### config.mk
export PLATFORM = sky130hd
export DESIGN_NAME = sdram_arbiter
export DESIGN_NICKNAME = d
export VERILOG_FILES = /design/src/rtl/sdram_arb_pkg.sv /design/src/rtl/sdram_arb_rr.sv /design/src/rtl/sdram_arbiter.sv
export SDC_FILE = /design/constraint.sdc
export NUM_CORES = 1
export LEC_CHECK = 0
export BUFFER_PORTS_ARGS = -buffer_cell sky130_fd_sc_hd__buf_2
export CORE_AREA = 2 2 119 121
export CTS_BUF_LIST = sky130_fd_sc_hd__clkbuf_4 sky130_fd_sc_hd__clkbuf_8
export DETAILED_ROUTE_END_ITERATION = 12
export DIE_AREA = 0 0 121 123
export PLACE_DENSITY = 0.55
export SLEW_MARGIN = 0
export SYNTH_ARGS = -nofsm -noshare
export SYNTH_HDL_FRONTEND = slang
export SYNTH_SLANG_ARGS = --single-unit
### constraint.sdc
create_clock -name clk -period 2.55 [get_ports clk]
set_input_delay 0.3825 -clock clk [delete_from_list [all_inputs] [get_ports clk]]
set_output_delay 0.3825 -clock clk [all_outputs]
set_load 0.05 [all_outputs]
### src/rtl/sdram_arb_pkg.sv
// -----------------------------------------------------------------------------
// sdram_arb_pkg
//   Shared definitions for the two-port SDRAM host arbiter.
//   - FSM state encoding (legacy-compatible localparam constants)
//   - port index type and port constants
//   - helper function returning the opposite port index
// -----------------------------------------------------------------------------
package sdram_arb_pkg;

    // Arbiter FSM state encoding
    localparam logic [1:0] ARB_IDLE   = 2'b00;
    localparam logic [1:0] ARB_ISSUE  = 2'b01;
    localparam logic [1:0] ARB_RDWAIT = 2'b10;

    // Index of a host port (two ports: 0 and 1)
    typedef logic port_idx_t;

    localparam port_idx_t PORT0 = 1'b0;
    localparam port_idx_t PORT1 = 1'b1;

    // The port that is not p; used for round-robin tie breaking
    function automatic port_idx_t other_port(input port_idx_t p);
        return port_idx_t'(~p);
    endfunction

endpackage

### src/rtl/sdram_arb_rr.sv
// -----------------------------------------------------------------------------
// sdram_arb_rr
//   Two-way round-robin selector. Purely combinational.
//   Ports:
//     req[1:0]    in  - request vector, bit N = port N requesting
//     last_grant  in  - port granted most recently
//     grant       out - selected port (meaningful only when valid=1)
//     valid       out - at least one request present
//   On a tie the port that did not win last time is selected; a single
//   requester is always selected.
// -----------------------------------------------------------------------------
module sdram_arb_rr
    import sdram_arb_pkg::*;
(
    input  logic [1:0] req,
    input  port_idx_t  last_grant,
    output port_idx_t  grant,
    output logic       valid
);

    // Select the next port from the request vector and the previous winner
    always_comb begin
        grant = PORT0;
        valid = |req;
        case (req)
            2'b01:   grant = PORT0;
            2'b10:   grant = PORT1;
            2'b11:   grant = other_port(last_grant);
            default: grant = PORT0;
        endcase
    end

endmodule

### src/rtl/sdram_arbiter.sv
// -----------------------------------------------------------------------------
// sdram_arbiter
//   Arbitrates two byte-wide host ports onto a single SDRAM controller
//   command interface, one transaction at a time, round-robin on contention.
//
//   Parameters:
//     HADDR_WIDTH     - host address width (bank+row+col), default 25
//     TIMEOUT_CYCLES  - read-return watchdog limit in clk cycles, default 64
//
//   Optional feature macro:
//     SDRAM_ARB_TIMEOUT_EN - when defined, a watchdog ends a read that has
//                            waited TIMEOUT_CYCLES cycles in ARB_RDWAIT with an
//                            error pulse (pN_rvalid=1, pN_rerr=1, pN_rdata=0).
//                            When undefined the FSM waits forever and pN_rerr
//                            is tied low.
//
//   Ports:
//     clk, rst_n                 - clock, asynchronous active-low reset
//     pN_req/we/addr/wdata       - host request (held until pN_ack)
//     pN_ack                     - request accepted (same cycle as mem_ack)
//     pN_rdata/rvalid/rerr       - read return to the owning port
//     mem_wr_addr/data/enable    - controller write command
//     mem_rd_addr/enable         - controller read command
//     mem_rd_data/rd_ready       - controller read return
//     mem_ack                    - controller accepted the current command
// -----------------------------------------------------------------------------
module sdram_arbiter
    import sdram_arb_pkg::*;
#(
    parameter int HADDR_WIDTH    = 25,
    parameter int TIMEOUT_CYCLES = 64
)
(
    input  logic                   clk,
    input  logic                   rst_n,

    input  logic                   p0_req,
    input  logic                   p0_we,
    input  logic [HADDR_WIDTH-1:0] p0_addr,
    input  logic [7:0]             p0_wdata,
    output logic                   p0_ack,
    output logic [7:0]             p0_rdata,
    output logic                   p0_rvalid,
    output logic                   p0_rerr,

    input  logic                   p1_req,
    input  logic                   p1_we,
    input  logic [HADDR_WIDTH-1:0] p1_addr,
    input  logic [7:0]             p1_wdata,
    output logic                   p1_ack,
    output logic [7:0]             p1_rdata,
    output logic                   p1_rvalid,
    output logic                   p1_rerr,

    output logic [HADDR_WIDTH-1:0] mem_wr_addr,
    output logic [7:0]             mem_wr_data,
    output logic                   mem_wr_enable,
    output logic [HADDR_WIDTH-1:0] mem_rd_addr,
    output logic                   mem_rd_enable,
    input  logic [7:0]             mem_rd_data,
    input  logic                   mem_rd_ready,
    input  logic                   mem_ack
);

    logic [1:0]             state_r;
    logic [1:0]             state_nxt_s;
    port_idx_t              owner_r;
    port_idx_t              last_grant_r;
    logic                   we_r;
    logic [HADDR_WIDTH-1:0] mem_addr_r;
    logic [7:0]             mem_wr_data_r;
    logic                   mem_wr_enable_r;
    logic                   mem_rd_enable_r;
    logic [7:0]             p0_rdata_r;
    logic [7:0]             p1_rdata_r;
    logic                   p0_rvalid_r;
    logic                   p1_rvalid_r;

    port_idx_t              rr_grant_s;
    logic                   rr_valid_s;
    logic                   grant_fire_s;
    logic                   ack_fire_s;
    logic                   rd_done_s;
    logic                   timeout_s;

    logic                   sel_we_s;
    logic [HADDR_WIDTH-1:0] sel_addr_s;
    logic [7:0]             sel_wdata_s;

    sdram_arb_rr u_rr (
        .req        ({p1_req, p0_req}),
        .last_grant (last_grant_r),
        .grant      (rr_grant_s),
        .valid      (rr_valid_s)
    );

    // Only the idle state may grant, so an outstanding read blocks new grants
    assign grant_fire_s = (state_r == ARB_IDLE)   && rr_valid_s;
    // mem_ack and mem_rd_ready are only meaningful in their own states
    assign ack_fire_s   = (state_r == ARB_ISSUE)  && mem_ack;
    assign rd_done_s    = (state_r == ARB_RDWAIT) && mem_rd_ready;

`ifdef SDRAM_ARB_TIMEOUT_EN
    localparam int WDOG_W = $clog2(TIMEOUT_CYCLES) + 1;

    logic [WDOG_W-1:0] wdog_r;
    logic              p0_rerr_r;
    logic              p1_rerr_r;

    // Fires on the TIMEOUT_CYCLES-th consecutive waiting cycle; a late
    // mem_rd_ready in that same cycle still wins over the timeout
    assign timeout_s = (state_r == ARB_RDWAIT) && !mem_rd_ready &&
                       (wdog_r == WDOG_W'(TIMEOUT_CYCLES - 1));

    // Watchdog: counts waiting cycles, restarts whenever the wait is not active
    always_ff @(posedge clk or negedge rst_n) begin
        if (!rst_n) begin
            wdog_r <= '0;
        end else if (state_r != ARB_RDWAIT) begin
            wdog_r <= '0;
        end else if (mem_rd_ready || timeout_s) begin
            wdog_r <= '0;
        end else begin
            wdog_r <= wdog_r + WDOG_W'(1);
        end
    end

    // Read-error flags, one-cycle pulses aligned with the owner's rvalid
    always_ff @(posedge clk or negedge rst_n) begin
        if (!rst_n) begin
            p0_rerr_r <= 1'b0;
            p1_rerr_r <= 1'b0;
        end else begin
            p0_rerr_r <= timeout_s && (owner_r == PORT0);
            p1_rerr_r <= timeout_s && (owner_r == PORT1);
        end
    end

    assign p0_rerr = p0_rerr_r;
    assign p1_rerr = p1_rerr_r;
`else
    assign timeout_s = 1'b0;
    assign p0_rerr   = 1'b0;
    assign p1_rerr   = 1'b0;
`endif

    // Fields of the port chosen by the round-robin selector
    always_comb begin
        if (rr_grant_s == PORT1) begin
            sel_we_s    = p1_we;
            sel_addr_s  = p1_addr;
            sel_wdata_s = p1_wdata;
        end else begin
            sel_we_s    = p0_we;
            sel_addr_s  = p0_addr;
            sel_wdata_s = p0_wdata;
        end
    end

    // Next-state logic of the arbiter FSM
    always_comb begin
        state_nxt_s = state_r;
        case (state_r)
            ARB_IDLE: begin
                if (rr_valid_s) begin
                    state_nxt_s = ARB_ISSUE;
                end else begin
                    state_nxt_s = ARB_IDLE;
                end
            end
            ARB_ISSUE: begin
                if (mem_ack) begin
                    state_nxt_s = we_r ? ARB_IDLE : ARB_RDWAIT;
                end else begin
                    state_nxt_s = ARB_ISSUE;
                end
            end
            ARB_RDWAIT: begin
                if (mem_rd_ready || timeout_s) begin
                    state_nxt_s = ARB_IDLE;
                end else begin
                    state_nxt_s = ARB_RDWAIT;
                end
            end
            default: begin
                state_nxt_s = ARB_IDLE;
            end
        endcase
    end

    // FSM state register
    always_ff @(posedge clk or negedge rst_n) begin
        if (!rst_n) begin
            state_r <= ARB_IDLE;
        end else begin
            state_r <= state_nxt_s;
        end
    end

    // Grant bookkeeping and latch of the winning request's fields
    always_ff @(posedge clk or negedge rst_n) begin
        if (!rst_n) begin
            owner_r       <= PORT0;
            last_grant_r  <= PORT1;    // so port 0 wins the first tie
            we_r          <= 1'b0;
            mem_addr_r    <= '0;
            mem_wr_data_r <= 8'h00;
        end else if (grant_fire_s) begin
            owner_r       <= rr_grant_s;
            last_grant_r  <= rr_grant_s;
            we_r          <= sel_we_s;
            mem_addr_r    <= sel_addr_s;
            mem_wr_data_r <= sel_wdata_s;
        end else begin
            owner_r       <= owner_r;
            last_grant_r  <= last_grant_r;
            we_r          <= we_r;
            mem_addr_r    <= mem_addr_r;
            mem_wr_data_r <= mem_wr_data_r;
        end
    end

    // Command enables: raised on grant, held through any stall, dropped after mem_ack
    always_ff @(posedge clk or negedge rst_n) begin
        if (!rst_n) begin
            mem_wr_enable_r <= 1'b0;
            mem_rd_enable_r <= 1'b0;
        end else if (grant_fire_s) begin
            mem_wr_enable_r <= sel_we_s;
            mem_rd_enable_r <= !sel_we_s;
        end else if (ack_fire_s) begin
            mem_wr_enable_r <= 1'b0;
            mem_rd_enable_r <= 1'b0;
        end else begin
            mem_wr_enable_r <= mem_wr_enable_r;
            mem_rd_enable_r <= mem_rd_enable_r;
        end
    end

    // Read return: capture data (or zero on timeout) for the owner and pulse its rvalid
    always_ff @(posedge clk or negedge rst_n) begin
        if (!rst_n) begin
            p0_rdata_r  <= 8'h00;
            p1_rdata_r  <= 8'h00;
            p0_rvalid_r <= 1'b0;
            p1_rvalid_r <= 1'b0;
        end else begin
            p0_rvalid_r <= 1'b0;
            p1_rvalid_r <= 1'b0;
            if (rd_done_s || timeout_s) begin
                if (owner_r == PORT0) begin
                    p0_rdata_r  <= rd_done_s ? mem_rd_data : 8'h00;
                    p0_rvalid_r <= 1'b1;
                end else begin
                    p1_rdata_r  <= rd_done_s ? mem_rd_data : 8'h00;
                    p1_rvalid_r <= 1'b1;
                end
            end else begin
                p0_rdata_r <= p0_rdata_r;
                p1_rdata_r <= p1_rdata_r;
            end
        end
    end

    // Acceptance is combinational so the requester can move on the next cycle
    assign p0_ack = mem_ack && (state_r == ARB_ISSUE) && (owner_r == PORT0);
    assign p1_ack = mem_ack && (state_r == ARB_ISSUE) && (owner_r == PORT1);

    assign p0_rdata  = p0_rdata_r;
    assign p1_rdata  = p1_rdata_r;
    assign p0_rvalid = p0_rvalid_r;
    assign p1_rvalid = p1_rvalid_r;

    // Both command addresses carry the same latched address
    assign mem_wr_addr   = mem_addr_r;
    assign mem_rd_addr   = mem_addr_r;
    assign mem_wr_data   = mem_wr_data_r;
    assign mem_wr_enable = mem_wr_enable_r;
    assign mem_rd_enable = mem_rd_enable_r;

endmodule

==> results.json <==
{
  "setup_viol": 0,
  "worstPathArrival_ns": 2.10,
  "cts_buffers": 9,
  "fillers": 1414,
  "period_share_pct": 73.0,
  "maxSlewHeadroom_pct": 55.0,
  "critPathLaunch": "last_grant_r$_DFFE_PN1P_",
  "nNetsFinal": 426,
  "clk_latency_ns": 0.36,
  "synth_compound_area_share_pct": 0.614,
  "synth_xor_area_share_pct": 0,
  "r2r-end": "mem_rd_addr[0]$_DFFE_PN0P_",
  "hp-class": "input port to async pin",
  "tritoncts": "yes",
  "final_common_cell": "buf_2",
  "syn_inst": 202,
  "vias_per_cell": 3.90,
  "synthAdderAreaFrac_pct": 0,
  "ys_seq_area_share_pct": 47.5,
  "ant_nets": 0,
  "num_rows": 43,
  "post_drt_wl_per_cell_um": 13.1,
  "critPathMaxFanout": 29,
  "cts_resized": 0,
  "dieArea_sq_mm": 0.0149,
  "setup.worst_path.end_class": "flop",
  "h-tree-depth": 3,
  "vias": 2057,
  "fin_setup_tns_ns": 0,
  "fmax_mhz": 537,
  "fp.dieH_um": 123,
  "ys_ff_latch": 58,
  "clock_path_buffers": 2,
  "synth_area_sq_mm": 0.00306,
  "yosys.area_share.simple_pct": 2.42,
  "area_delta_synth_final_pct": 33.9,
  "reg2reg_from": "last_grant_r$_DFFE_PN1P_",
  "worst_r2r_path_depth": 4,
  "track_usage_pct": 9.37,
  "drt_drc_violations_left": 0,
  "dr.pass1.iters": 2,
  "path_class": "flop to flop",
  "grt_pass1_wl_mm": 10.5,
  "first_global_vias": 2109,
  "drv_slew": 0,
  "root_buffer": "clkbuf_8",
  "timing.final.hold_violations": 0,
  "min_period_ns": 1.86,
  "coreArea_sq_mm": 0.0136,
  "status": "finished, final reports clean",
  "tightest_slew_ns": 0.675,
  "io_pins": 164,
  "r2r_slack_ns": 0.69,
  "place_hpwl_mm": 4.92,
  "max-cap-violations": 0,
  "ctsHoldBuffers": 0,
  "required_ns": 2.79,
  "clock_sinks": 58,
  "place.gp.congestion": 0.701,
  "rsz0062_at_grt": "false",
  "layout-drive-gt1-share_pct": 77.0,
  "hold-worst-slack_ns": 0.0630,
  "overflow": 0,
  "worst_clock_skew_ns": 0.0112,
  "drt_iter0_drc": 46,
  "cp-start-kind": "flop",
  "port-buffer-count": 161,
  "die_w_um": 121,
  "avgSynthCellArea_sq_um": 15.1,
  "initial_core_util_pct": 22.4,
  "muxShareOfSynthArea_pct": 38.9,
  "antenna_found_initial": 0,
  "yosysWarnings": 0,
  "final_cell_mix": "161 x buf_2, 57 x dfrtp_1, 54 x mux2_4",
  "yosysUniqueCellTypes": 22,
  "synth_top_family_by_area": "multiplexers",
  "antenna-diode-count": 0,
  "cts.clk_slew.worst_paths_ns": 0.07,
  "post_cts_buffers": 0,
  "grt_max_degree": 34,
  "routed_wl_mm": 6.92
}
cell type report:
cell class	instances	area, sq um	share of cell area [%]
Tap cell	180	225	5.50
Timing Repair Buffer	166	881	21.5
Inverter	4	15.0	0.367
Multi-Input combinational cell	105	1290	31.6
Clock inverter	4	75.1	1.83
Sequential cell	58	1450	35.5
Clock buffer	11	151	3.70
critical path, stage by stage, from the launching register on:
cell and delay [ns]:
dfstp_2 0.53, a21bo_2 0.30, buf_12 0.28, mux2_2 0.37, mux2_2 0.26
worst max path at each step:
stage	to	slack (ns)	depth (start not counted)
floorplan	p0_ack	0.90	2
global placement	mem_wr_data[5]$_DFFE_PN0P_	0.67	5
detailed placement	mem_rd_addr[0]$_DFFE_PN0P_	0.64	5
CTS	p1_ack	0.65	3
global route	p1_ack	0.55	3
finish	mem_rd_addr[0]$_DFFE_PN0P_	0.69	4
Yosys cell counts:
master,count,area share [%]
a21bo_1,1,0.33
and2_1,1,0.20
buf_12,3,2.0
buf_2,3,0.49
buf_4,29,7.1
buf_6,1,0.37
conb_1,1,0.12
dfrtp_1,57,47
dfstp_2,1,0.86
inv_1,4,0.49
mux2_2,29,11
mux2_4,54,27
mux2i_1,5,1.6
nand2_1,2,0.25
nand2b_1,1,0.20
nand3b_1,1,0.25
nand4b_1,1,0.29
nor2_1,3,0.37
nor3_1,1,0.16
nor3b_1,2,0.49
o32ai_1,1,0.29
or2_2,1,0.20
sequential cells by signal (all words and copies together), names as in the netlist, 2 cells and up:
register,flops
p0_rdata,8
state_r,2
mem_wr_data,8
mem_rd_addr,25
p1_rdata,8
metrics by stage:
step / instance area (sq um) / util [%] / setup slack, ns / instances
global route: 4090 / 30.1 / 0.555 / 528
finish: 4090 / 30.1 / 0.689 / 528
CTS: 4090 / 30.1 / 0.647 / 528
floorplan: 3060 / - / 0.897 / 203
detailed placement: 3870 / 28.4 / 0.639 / 513
global placement: 3870 / 28.4 / 0.673 / 513
logic make-up after synthesis:
family | after synthesis
AO/OA/AOI/OAI | 2
buffers and inverters | 40
flip-flops | 58
multiplexers | 88
other | 1
AND/OR/NAND/NOR | 13
metal layers:
metal  track usage, %  wire, um  up-vias
li1                 -         -      958
met1             10.9      2840     1001
met2             14.9      3370       91
met3             4.89       626        7
met4             3.05        90        0
met5                0         0        -
Power is not shown: default switching activity piles up to over one toggle a cycle in this logic, so the estimate is an artifact.
